===== src/rtl/hour_counter_24.sv =====
// -----------------------------------------------------------------------------
// hour_counter_24
//
// Hour stage of the digital-clock counter chain. It counts the carry pulses of
// the minute-tens mod-6 stage and holds the hour as two BCD digits. In the
// default 24-hour build the sequence is 00..23, and a one-cycle day carry is
// emitted on the 23 -> 00 step.
//
// Set-time mode lets the user step this stage with set_inc. In that mode no
// carry is propagated, and carry_in events are discarded.
//
// Optional feature (compile-time macro HOUR_12_MODE_EN):
//   defined   : 12-hour sequence 12,01..11 with a pm flag. pm toggles on the
//               11 -> 12 step. The day carry fires on the 11 PM -> 12 AM step.
//   undefined : 24-hour sequence, and pm stays 0.
//
// Parameters
//   RESET_HOUR : hour loaded on reset, decimal 0..23. Out-of-range values
//                load 0.
//   EDGE_DET   : 1 = step on the rising edge of carry_in / set_inc,
//                0 = step on every cycle that the input is high.
//
// Ports
//   clkmain   in  1  clock, all state changes on the rising edge
//   clear_n   in  1  synchronous active-low reset, overrides all inputs
//   carry_in  in  1  count enable from the minute-tens stage
//   set_time  in  1  1 = this stage is being set
//   set_inc   in  1  step request while set_time = 1
//   hr_tens   out 2  BCD tens digit
//   hr_units  out 4  BCD units digit
//   pm        out 1  PM flag (12-hour build only, otherwise 0)
//   carry_out out 1  one-cycle day carry
//
// All outputs come straight from registers.
// -----------------------------------------------------------------------------
module hour_counter_24 #(
  parameter int RESET_HOUR = 0,
  parameter bit EDGE_DET   = 1'b1
) (
  input  logic       clkmain,
  input  logic       clear_n,
  input  logic       carry_in,
  input  logic       set_time,
  input  logic       set_inc,
  output logic [1:0] hr_tens,
  output logic [3:0] hr_units,
  output logic       pm,
  output logic       carry_out
);

  // Result of advancing the hour by one step.
  typedef struct packed {
    logic [1:0] tens;
    logic [3:0] units;
    logic       wrap;     // step is the end-of-day rollover
    logic       pm_flip;  // step crosses 11 -> 12 (12-hour build)
  } step_t;

  // An out-of-range reset hour is treated as hour 0.
  localparam int RST_H24_C = ((RESET_HOUR >= 0) && (RESET_HOUR <= 23)) ? RESET_HOUR : 0;

`ifdef HOUR_12_MODE_EN
  // 24h -> 12h mapping: 0 -> 12 AM, 12 -> 12 PM, 13 -> 01 PM.
  localparam int   RST_DISP_C = ((RST_H24_C % 12) == 0) ? 12 : (RST_H24_C % 12);
  localparam logic RST_PM_C   = (RST_H24_C >= 12) ? 1'b1 : 1'b0;
`else
  localparam int   RST_DISP_C = RST_H24_C;
  localparam logic RST_PM_C   = 1'b0;
`endif

  localparam logic [1:0] RST_TENS_C  = 2'(RST_DISP_C / 10);
  localparam logic [3:0] RST_UNITS_C = 4'(RST_DISP_C % 10);

`ifdef HOUR_12_MODE_EN
  // Legal 12-hour display codes are 01..09, 10, 11 and 12.
  function automatic logic is_legal_12(input logic [1:0] t, input logic [3:0] u);
    return ((t == 2'd0) && (u >= 4'd1) && (u <= 4'd9)) ||
           ((t == 2'd1) && (u <= 4'd2));
  endfunction

  // One 12-hour step. An illegal code recovers to 12.
  // The day rollover is the 11 PM -> 12 AM step.
  function automatic step_t advance_12(input logic [1:0] t, input logic [3:0] u,
                                       input logic pm_now);
    step_t r;
    r = '0;
    if (!is_legal_12(t, u)) begin
      r.tens  = 2'd1;
      r.units = 4'd2;
    end else if ((t == 2'd1) && (u == 4'd2)) begin
      r.tens  = 2'd0;
      r.units = 4'd1;
    end else if ((t == 2'd1) && (u == 4'd1)) begin
      r.tens    = 2'd1;
      r.units   = 4'd2;
      r.pm_flip = 1'b1;
      r.wrap    = pm_now;
    end else if (u == 4'd9) begin
      r.tens  = t + 2'd1;
      r.units = 4'd0;
    end else begin
      r.tens  = t;
      r.units = u + 4'd1;
    end
    return r;
  endfunction
`else
  // Legal 24-hour codes: units 0..9, and units at most 3 when tens is 2.
  function automatic logic is_legal_24(input logic [1:0] t, input logic [3:0] u);
    return (u <= 4'd9) && ((t < 2'd2) || ((t == 2'd2) && (u <= 4'd3)));
  endfunction

  // One 24-hour step. An illegal code recovers to 00 without a day carry.
  function automatic step_t advance_24(input logic [1:0] t, input logic [3:0] u);
    step_t r;
    r = '0;
    if (!is_legal_24(t, u)) begin
      r.tens  = 2'd0;
      r.units = 4'd0;
    end else if ((t == 2'd2) && (u == 4'd3)) begin
      r.tens  = 2'd0;
      r.units = 4'd0;
      r.wrap  = 1'b1;
    end else if (u == 4'd9) begin
      r.tens  = t + 2'd1;
      r.units = 4'd0;
    end else begin
      r.tens  = t;
      r.units = u + 4'd1;
    end
    return r;
  endfunction
`endif

  logic [1:0] tens_r;
  logic [3:0] units_r;
  logic       pm_r;
  logic       carry_r;
  logic       carry_hist_r;
  logic       inc_hist_r;

  logic       carry_evt_s;
  logic       inc_evt_s;
  logic       step_s;
  step_t      adv_s;

  // Step-event detection, and selection of the event source from the mode.
  always_comb begin
    carry_evt_s = 1'b0;
    inc_evt_s   = 1'b0;
    step_s      = 1'b0;
    if (EDGE_DET) begin
      carry_evt_s = carry_in & ~carry_hist_r;
      inc_evt_s   = set_inc & ~inc_hist_r;
    end else begin
      carry_evt_s = carry_in;
      inc_evt_s   = set_inc;
    end
    // Only one source is active per cycle, so the other source's events are dropped.
    if (set_time) begin
      step_s = inc_evt_s;
    end else begin
      step_s = carry_evt_s;
    end
  end

  // Next hour value if a step happens this cycle.
  always_comb begin
    adv_s = '0;
`ifdef HOUR_12_MODE_EN
    adv_s = advance_12(tens_r, units_r, pm_r);
`else
    adv_s = advance_24(tens_r, units_r);
`endif
  end

  // State registers: digits, pm flag, day carry and edge-detect history.
  always_ff @(posedge clkmain) begin
    if (!clear_n) begin
      tens_r       <= RST_TENS_C;
      units_r      <= RST_UNITS_C;
      pm_r         <= RST_PM_C;
      carry_r      <= 1'b0;
      // Preloading 1 prevents an input that is held high through reset from
      // looking like a rising edge.
      carry_hist_r <= 1'b1;
      inc_hist_r   <= 1'b1;
    end else begin
      carry_hist_r <= carry_in;
      inc_hist_r   <= set_inc;
      if (step_s) begin
        tens_r  <= adv_s.tens;
        units_r <= adv_s.units;
        pm_r    <= pm_r ^ adv_s.pm_flip;
        carry_r <= adv_s.wrap & ~set_time;
      end else begin
        tens_r  <= tens_r;
        units_r <= units_r;
        pm_r    <= pm_r;
        carry_r <= 1'b0;
      end
    end
  end

  assign hr_tens   = tens_r;
  assign hr_units  = units_r;
  assign pm        = pm_r;
  assign carry_out = carry_r;

endmodule


===== config.mk =====
export PLATFORM = sky130hd
export DESIGN_NAME = hour_counter_24
export DESIGN_NICKNAME = d
export VERILOG_FILES = /design/src/rtl/hour_counter_24.sv
export SDC_FILE = /design/constraint.sdc
export NUM_CORES = 1
export LEC_CHECK = 0
export CAP_MARGIN = 15
export CORE_AREA = 8 8 45 47
export CTS_BUF_LIST = sky130_fd_sc_hd__clkbuf_4 sky130_fd_sc_hd__clkbuf_8
export DETAILED_ROUTE_END_ITERATION = 8
export DIE_AREA = 0 0 53 55
export MAX_ROUTING_LAYER = met4
export PLACE_DENSITY = 0.67
export SLEW_MARGIN = 20
export SYNTH_ARGS = -nofsm -noshare
export SYNTH_HDL_FRONTEND = slang
export SYNTH_SLANG_ARGS = --single-unit

===== constraint.sdc =====
create_clock -name clkmain -period 1.6 [get_ports clkmain]
set_clock_uncertainty 0.1 [all_clocks]
set_input_delay 0.16 -clock clkmain [delete_from_list [all_inputs] [get_ports clkmain]]
set_output_delay 0.16 -clock clkmain [all_outputs]
set_load 0.05 [all_outputs]

==> flow_metrics.py, run 1 <==
metrics = {
    "power_and_ir_drop": {
        "comb_power_share_pct": 11.4,
        "seqPwrFrac_pct": 48.6,
        "p_sw_mw": 0.115,
        "swShare_pct": 23.8,
        "p_int_mw": 0.367,
        "pwr-share-clk_pct": 40.0,
        "p_total_mw": 0.482,
        "power.density_nw_per_um2": 713,
        "leakage_nw": 0.238,
        "vdd_drop_max_mv": 0.363,
    },
    "global_route": {
        "grt_max_degree": 14,
        "track_usage_pct": 7.89,
        "antenna_found_initial": 0,
        "grt_pass1_vias": 388,
        "grt_first_pass_wirelength_mm": 1.61,
        "grt_overflow": 0,
    },
    "finish": {
        "final_common_cell": "buf_4",
        "drive_above_1_share_pct": 32.8,
        "num_antenna_cells": 0,
        "final_cells": 83,
        "finish.net_count": 74,
        "finalInstanceArea_um2": 676,
        "n_fill_cell": 140,
        "syn2layout_area_growth_pct": 40.3,
        "final_cell_mix": "buf_4, o21ai_0, dfxtp_1, clkbuf_4, dfxtp_2",
    },
    "clock_tree": {
        "htree_levels": 1,
        "clk_path_buf_depth": 2,
        "clock_latency_ns": 0.26,
        "cts_tree": "built",
        "cts_hold_buf": 0,
        "clock_sinks": 9,
        "cts_root_buffer": "clkbuf_4",
        "clk_pin_slew_ns": 0.06,
        "numCtsBuffers": 3,
    },
    "timing": {
        "max_freq_mhz": 660,
        "hold_viol": 0,
        "period_minus_slack_ns": 1.51,
        "period_share_pct": 94.6,
        "rsz0062_at_grt": "no",
        "maxSlewViolCount": 0,
        "whs_ns": 0.189,
        "setup_violations": 0,
    },
    "setup_path": {
        "end_kind": "register",
        "cp.depth": 5,
        "worst_path_dominant_cell_family": "simple AND/OR/NAND/NOR gates",
        "cp_max_fo": 13,
        "path_class": "in2reg",
        "path_cells": "clkdlybuf4s50_1 -> nor3b_2 -> a31oi_4 -> or4_1 -> a21boi_1",
        "slowest_stage": "or4_1",
        "worstPathRequired_ns": 1.69,
        "reg2regPathDepth": 4,
        "regToRegSetupSlack_ns": 0.11,
        "arrival_ns": 1.61,
        "critPathMaxStageDelay_ns": 0.53,
        "timing.critical_path.buf_inv": 1,
        "startpoint_type": "input pin",
    },
    "floorplanning": {
        "core-area_um2": 1380,
        "io_pins": 13,
        "die_h_um": 55,
        "start_util_pct": 34.8,
        "core.rowCount": 14,
        "die_w_um": 53,
        "dieArea_um2": 2920,
    },
    "routing": {
        "drt_first_pass_iters": 5,
        "vias_per_cell": 5.22,
        "vias": 433,
        "drc_errors": 0,
        "drt-initial-drc-count": 15,
        "postRouteAntennaNets": 0,
        "wire_per_inst_um": 12.8,
        "wirelength_mm": 1.06,
    },
    "place": {
        "place_hpwl_um": 798,
        "io_buffers": 11,
        "dpl_cell_area_um2": 623,
        "dp_cells": 79,
        "place_congestion": 0.795,
    },
    "synthesis": {
        "synth_top_area_share_pct": 37.4,
        "synth.distinct_cells": 31,
        "post_synth.cell_area_avg_um2": 9.09,
        "yosys_warnings": 0,
        "synthTopCellsByArea": "dfxtp_1, a21boi_0, nor4_4",
        "synth_largest_area_cell": "dfxtp_1",
        "syn_area_um2": 482,
        "synth-seq-area-share_pct": 37.4,
        "syn_inst": 53,
        "synth-seq-cells": 9,
        "syn-num-nets": 59,
    },
    "run": {
        "maxCapViolations": 0,
    },
    "run_status": {
        "status": "completed",
    },
    "worst_hold_path": {
        "hp-class": "in2reg",
        "hold_depth": 3,
    },
}
worst register-to-register path: cells and delay by family, from the launching register on:
kind	cells	cell delay, ns
simple gates	3	0.71
flops	1	0.39
fa+ha+maj	1	0.21
state kept, by name, indices dropped and copies added, names as in the netlist:
signal and count:
hr_units 4, hr_tens 2, carry_hist_r 1, carry_out 1, inc_hist_r 1
cell usage after synthesis:
cell       number
inv_1           2
o31ai_1         1
nand4_1         1
nor2_1          2
nand2b_1        2
nor3_1          2
a31oi_1         1
conb_1          1
o21ai_0         4
a211oi_1        1
buf_4           1
nor4_4          1
or4_1           1
or2_1           1
or3b_1          1
nand2_1         1
nand3_1         2
ha_1            1
buf_2           1
a21boi_0        3
nand2b_4        1
a21oi_1         2
or3_1           2
dfxtp_1         9
or4b_1          1
nor3b_1         2
nand4bb_1       1
o21ai_1         1
a21boi_1        2
a21o_2          1
and2_1          1
kinds of logic (layout without fill, tap and decap cells):
family          count (synthesis)  count (layout)  synth area share (%)
simple gates                   22              22                  33.8
compound gates                 16              16                  21.3
flops                           9               9                  37.4
buf+inv                         4              18                  4.16
fa+ha+maj                       1               1                  2.60
other cells                     1               1                 0.778
power by group through the flow:
| stage | sequential [mW] | combinational, mW | clock, mW |
|---|---|---|---|
| final | 0.234 | 0.0548 | 0.193 |
| after global routing | 0.234 | 0.0585 | 0.220 |
| after CTS | 0.234 | 0.0524 | 0.199 |
| after detailed placement | 0.239 | 0.0509 | 0 |
| after global placement | 0.239 | 0.0505 | 0 |
| after floorplan | 0.244 | 0.0223 | 0 |
cell type report:
| type | count | area (um2) | share of cell area (%) |
|---|---|---|---|
| Multi-Input combinational cell | 40 | 302 | 44.6 |
| Clock buffer | 4 | 30.0 | 4.44 |
| Tap cell | 16 | 20.0 | 2.96 |
| Sequential cell | 9 | 189 | 28.0 |
| Timing Repair Buffer | 12 | 128 | 18.9 |
| Inverter | 2 | 7.51 | 1.11 |
through the flow:
stage | TNS (ns) | utilization [%] | worst slack [ns]
finish | 0 | 48.8 | 0.0857
global route | 0 | 48.8 | 0.00562
CTS | 0 | 47.6 | 0.00399
detailed placement | -1.64 | 45.0 | -0.305
global placement | -1.45 | 45.0 | -0.254
floorplan | 0 | - | 0.00207
final timing paths:
path	start	endpoint
max	carry_in	hr_units[2]$_SDFFE_PN0P_
min reg2reg	hr_tens[0]$_SDFFE_PN0P_	hr_tens[0]$_SDFFE_PN0P_
max reg2reg	hr_tens[1]$_SDFFE_PN0P_	carry_out$_SDFF_PN0_
min	set_time	carry_out$_SDFF_PN0_
per-layer routing:
metal / vias up / GRT usage (%) / routed length, um
met5: - / - / 0
met4: 0 / 7.76 / 41
met3: 4 / 1.60 / 66
met2: 14 / 11.7 / 492
met1: 194 / 8.52 / 464
li1: 221 / - / -
what timing repair did:
action,4_1_cts,5_1_grt
endpoints found under the hold margin,0,0
setup buffers,0,0
gates resized for setup,1,3
pin swaps,0,1
gates cloned,0,0
endpoints found under the setup margin,2,1
Power figures use the tool's default switching activity.
==> inputs of run 2 (changes only) <==
--- a/config.mk
+++ b/config.mk
@@ -11,7 +11,8 @@
 export DETAILED_ROUTE_END_ITERATION = 8
 export DIE_AREA = 0 0 53 55
 export MAX_ROUTING_LAYER = met4
-export PLACE_DENSITY = 0.67
+export PLACE_DENSITY = 0.65
+export SKIP_LAST_GASP = 1
 export SLEW_MARGIN = 20
 export SYNTH_ARGS = -nofsm -noshare
 export SYNTH_HDL_FRONTEND = slang
==> constraint.sdc (replaced) <==
create_clock -name clkmain -period 1.4 [get_ports clkmain]
set_clock_uncertainty 0.1 [all_clocks]
set_input_delay 0.14 -clock clkmain [delete_from_list [all_inputs] [get_ports clkmain]]
set_output_delay 0.14 -clock clkmain [all_outputs]
set_load 0.05 [all_outputs]
==> run 2 against run 1 <==
Compared with the run above:
- worst hold slack got worse by 0.067 ns
- critical path depth decreased by 1
- the flow now finishes with violations (setup timing)
- global-route usage increased by 3.1 points
- total power increased by 19%
- sequential power increased by 12%
- setup slack got worse by 0.16 ns
- via count increased by 14%
- flip-flop and latch count unchanged
- critical endpoint unchanged
- routed wire length increased by 38%
- register-to-register slack got worse by 0.18 ns
- die area unchanged
- clock power increased by 16%
==> flow_metrics.py, run 2 (same netlist as run 1, synthesis figures left out) <==
metrics = {
    "finish": {
        "num_antenna_cells": 0,
        "final_cell_mix": "buf_4, buf_12, o21ai_0, clkbuf_4, dfxtp_4",
        "syn2layout_area_growth_pct": 87.8,
        "drive_above_1_share_pct": 54.3,
        "final_cells": 97,
        "finish.net_count": 88,
        "final_common_cell": "buf_4",
        "largest_register_ffs": 4,
    },
    "worst_hold_path": {
        "hold_depth": 2,
        "hp-class": "in2reg",
    },
    "setup_path": {
        "startpoint_type": "register",
        "path_class": "reg2reg",
        "worstPathRequired_ns": 1.49,
        "reg2regPathDepth": 4,
        "regToRegSetupSlack_ns": -0.07,
        "end_kind": "register",
        "arrival_ns": 1.56,
        "cp_max_fo": 7,
    },
    "floorplanning": {
        "start_util_pct": 34.8,
        "die_w_um": 53,
        "io_pins": 13,
        "die_h_um": 55,
        "dieArea_um2": 2920,
        "core.rowCount": 14,
        "core-area_um2": 1380,
    },
    "place": {
        "dp_cells": 88,
        "place_hpwl_um": 943,
        "io_buffers": 11,
        "place_congestion": 0.859,
    },
    "timing": {
        "fin_ws_ns": -0.0718,
        "rsz0062_at_grt": "yes",
        "max_freq_mhz": 679,
        "setup_violations": 4,
        "period_share_pct": 105,
        "maxSlewViolCount": 0,
        "period_minus_slack_ns": 1.47,
        "hold_viol": 0,
    },
    "power_and_ir_drop": {
        "p_total_mw": 0.575,
        "leakage_nw": 0.330,
        "vdd_drop_max_mv": 0.740,
        "power.density_nw_per_um2": 636,
    },
    "clock_tree": {
        "clock_sinks": 9,
        "clk_path_buf_depth": 2,
        "numCtsBuffers": 3,
        "cts_root_buffer": "clkbuf_4",
        "htree_levels": 1,
        "clock_latency_ns": 0.26,
        "clk_pin_slew_ns": 0.06,
        "cts_tree": "built",
        "cts_hold_buf": 0,
    },
    "global_route": {
        "grt_overflow": 0,
        "track_usage_pct": 11.0,
        "antenna_found_initial": 0,
        "grt_first_pass_wirelength_mm": 2.24,
        "grt_max_degree": 8,
        "grt_pass1_vias": 495,
    },
    "routing": {
        "postRouteAntennaNets": 0,
        "wirelength_mm": 1.47,
        "vias_per_cell": 5.10,
        "wire_per_inst_um": 15.1,
        "drt_first_pass_iters": 4,
        "drt-initial-drc-count": 4,
        "vias": 495,
        "drc_errors": 0,
    },
    "run_status": {
        "status": "finished, violations left",
        "violations": "setup timing",
    },
    "run": {
        "maxCapViolations": 0,
    },
}
-- run 2: changes by cell type in the layout (fill, tap and decap cells not counted), sizes merged --
cell | before | now
clkdlybuf4s50 | 3 | 2
dlygate4sd2 | 0 | 2
dlymetal6s2s | 1 | 0
buf | 8 | 22
-- run 2: cell type report --
| type | instances | area [um2] |
|---|---|---|
| clock buffer | 4 | 30.0 |
| fill | 102 | 479 |
| inverter | 2 | 7.51 |
| multi-input combinational | 40 | 338 |
| sequential | 9 | 199 |
| tap | 16 | 20.0 |
| timing repair buffer | 26 | 310 |
-- run 2: metal layers --
metal / up-vias / part of all wire, % / GRT usage, %
met5: - / 0 / -
li1: 250 / - / -
met2: 8 / 52 / 17.6
met1: 235 / 43 / 12.5
met3: 2 / 3.6 / 2.41
met4: 0 / 1.4 / 6.47
-- run 2: report_power, final --
group | switching (mW) | internal [mW] | total (mW)
logic | 0.0415 | 0.0478 | 0.0894
clock network | 0.0939 | 0.129 | 0.223
registers | 0.00773 | 0.255 | 0.262
total | 0.143 | 0.432 | 0.575
-- run 2: stage by stage --
stage / utilization (%) / hold slack (ns) / worst slack (ns) / setup TNS, ns / cell area [um2]
2_1_floorplan: - / 0.113 / -0.0784 / -0.131 / 509
3_3_place_gp: 55.8 / 0.423 / -0.452 / -2.77 / 772
3_5_place_dp: 55.8 / 0.433 / -0.518 / -3.31 / 772
4_1_cts: 62.0 / 0.112 / -0.0564 / -0.124 / 858
5_1_grt: 65.4 / 0.140 / -0.114 / -0.415 / 905
6_report: 65.4 / 0.122 / -0.0718 / -0.144 / 905
-- run 2: worst paths after layout --
path | startpoint | to
max | carry_hist_r$_SDFF_PN1_ | hr_units[2]$_SDFFE_PN0P_
min | carry_in | carry_hist_r$_SDFF_PN1_
max reg2reg | carry_hist_r$_SDFF_PN1_ | hr_units[2]$_SDFFE_PN0P_
min reg2reg | hr_units[0]$_SDFFE_PN0P_ | hr_units[0]$_SDFFE_PN0P_
-- run 2: timing repair --
action / 4_1_cts / 5_1_grt
resized for setup: 9 / 6
setup endpoints to repair: 7 / 6
pin swaps: 2 / 4
buffers inserted: 3 / 2
-- run 2: critical path, cell delays in order, from the launching register on --
cell and delay, ns:
dfxtp_2 0.32, nor3b_4 0.22, a31oi_4 0.09, or4_1 0.53
a21boi_1 0.14
==> inputs of run 3 (changes only) <==
--- a/config.mk
+++ b/config.mk
@@ -6,10 +6,10 @@
 export NUM_CORES = 1
 export LEC_CHECK = 0
 export CAP_MARGIN = 15
-export CORE_AREA = 8 8 45 47
+export CORE_AREA = 2 2 39 41
 export CTS_BUF_LIST = sky130_fd_sc_hd__clkbuf_4 sky130_fd_sc_hd__clkbuf_8
 export DETAILED_ROUTE_END_ITERATION = 8
-export DIE_AREA = 0 0 53 55
+export DIE_AREA = 0 0 41 43
 export MAX_ROUTING_LAYER = met4
 export PLACE_DENSITY = 0.65
 export SKIP_LAST_GASP = 1
==> run 3 against run 2 <==
Compared with the run above:
- the run still ends with setup timing left
- largest power group unchanged
- first-iteration DRC count rose to 3.8 times the previous value
- clock power up 5%
- total power up 1.5%
- setup slack better by 0.0078 ns
==> flow_metrics.py, run 3 (same netlist as run 1, synthesis figures left out) <==
metrics = {
    "floorplanning": {
        "start_util_pct": 34.8,
        "core-area_um2": 1380,
        "die_h_um": 43,
        "die_w_um": 41,
        "io_pins": 13,
        "core.rowCount": 14,
        "dieArea_um2": 1760,
    },
    "finish": {
        "num_antenna_cells": 0,
        "syn2layout_area_growth_pct": 81.8,
        "final_cell_mix": "buf_4, buf_12, o21ai_0, dfxtp_2, clkbuf_4",
        "drive_above_1_share_pct": 51.2,
        "finish.net_count": 87,
        "final_cells": 96,
        "largest_register_ffs": 4,
        "finalInstanceArea_um2": 876,
        "final_common_cell": "buf_4",
    },
    "clock_tree": {
        "cts_tree": "built",
        "clock_sinks": 9,
        "cts_root_buffer": "clkbuf_4",
        "clk_pin_slew_ns": 0.06,
        "numCtsBuffers": 3,
        "cts_hold_buf": 0,
        "clk_path_buf_depth": 2,
        "clock_latency_ns": 0.27,
        "htree_levels": 1,
    },
    "worst_hold_path": {
        "hp-class": "in2reg",
        "hold_depth": 2,
    },
    "setup_path": {
        "regToRegSetupSlack_ns": -0.06,
        "cp_max_fo": 6,
        "worstReg2RegEnd": "hr_units[2]$_SDFFE_PN0P_",
        "end_kind": "register",
        "r2r_start": "carry_hist_r$_SDFF_PN1_",
        "path_class": "reg2reg",
        "startpoint": "carry_hist_r$_SDFF_PN1_",
        "worstPathRequired_ns": 1.50,
        "crit_path_end": "hr_units[2]$_SDFFE_PN0P_",
        "startpoint_type": "register",
        "arrival_ns": 1.56,
        "reg2regPathDepth": 4,
    },
    "global_route": {
        "track_usage_pct": 17.2,
        "grt_pass1_vias": 403,
        "grt_max_degree": 14,
        "grt_first_pass_wirelength_mm": 1.81,
        "antenna_found_initial": 0,
        "grt_overflow": 0,
    },
    "timing": {
        "max_freq_mhz": 683,
        "hold_viol": 0,
        "period_minus_slack_ns": 1.46,
        "fin_ws_ns": -0.0640,
        "period_share_pct": 105,
        "setup_violations": 2,
        "maxSlewViolCount": 0,
        "rsz0062_at_grt": "yes",
    },
    "power_and_ir_drop": {
        "vdd_drop_max_mv": 0.448,
        "p_total_mw": 0.584,
        "leakage_nw": 0.325,
        "swShare_pct": 26.4,
        "p_int_mw": 0.430,
        "seqPwrFrac_pct": 45.2,
        "p_sw_mw": 0.154,
        "power.density_nw_per_um2": 667,
        "comb_power_share_pct": 14.7,
        "pwr-share-clk_pct": 40.1,
    },
    "routing": {
        "drt-initial-drc-count": 15,
        "postRouteAntennaNets": 0,
        "vias": 536,
        "vias_per_cell": 5.58,
        "drc_errors": 0,
        "wirelength_mm": 1.38,
        "wire_per_inst_um": 14.4,
        "drt_first_pass_iters": 4,
    },
    "place": {
        "place_ws_ns": -0.490,
        "place_hpwl_um": 802,
        "dpl_cell_area_um2": 772,
        "io_buffers": 11,
        "place_congestion": 0.765,
        "dp_cells": 88,
    },
    "run": {
        "maxCapViolations": 0,
    },
    "run_status": {
        "status": "finished, violations left",
        "violations": "setup timing",
    },
}
==> run 3: critical path, stage by stage, from the launching register on <==
cell and delay (ns):
dfxtp_2 0.33, nor3b_4 0.23, a31oi_4 0.08, or4_1 0.52, a21boi_1 0.13
==> run 3: how the worst min path moves through the flow <==
stage / startpoint / end / slack, ns
floorplan: clear_n / carry_hist_r$_SDFF_PN1_ / 0.11
global placement: hr_units[0]$_SDFFE_PN0P_ / hr_units[0]$_SDFFE_PN0P_ / 0.41
detailed placement: hr_units[0]$_SDFFE_PN0P_ / hr_units[0]$_SDFFE_PN0P_ / 0.42
CTS: set_time / carry_out$_SDFF_PN0_ / 0.29
global route: carry_in / carry_hist_r$_SDFF_PN1_ / 0.02
finish: carry_in / carry_hist_r$_SDFF_PN1_ / 0.01
==> run 3: per-stage QoR <==
step	setup TNS (ns)	util [%]	hold slack, ns
final	-0.109	63.3	0.0130
after global routing	-0.274	63.3	0.0174
after CTS	-0.126	60.3	0.289
after detailed placement	-3.10	55.8	0.417
after global placement	-2.79	55.8	0.415
after floorplan	-0.131	-	0.113
==> run 3: cell type report <==
| cell class | count | area [um2] |
|---|---|---|
| fillers | 108 | 508 |
| multi-input cells | 41 | 343 |
| repair buffers | 24 | 279 |
| flip-flops and latches | 9 | 196 |
| clock buffers | 4 | 30.0 |
| well taps | 16 | 20.0 |
| inverters | 2 | 7.51 |
==> run 3: metal layers <==
layer  track usage, %  routed length (um)
met1             20.4                 593
met4             14.0                  44
met2             21.3                 649
met5                -                   0
met3             7.85                  90
==> run 3: power groups by stage <==
stage,Clock [mW],Combinational [mW],Sequential [mW]
after floorplan,0,0.0255,0.275
after global placement,0,0.0709,0.268
after detailed placement,0,0.0714,0.268
after CTS,0.237,0.0770,0.263
after global routing,0.254,0.0896,0.265
final,0.234,0.0860,0.264
==> run 3: repair_timing <==
action	CTS	global route
cloned	0	1
buffers inserted	1	2
pin swaps	1	4
setup endpoints to repair	7	5
gates resized for setup	5	4
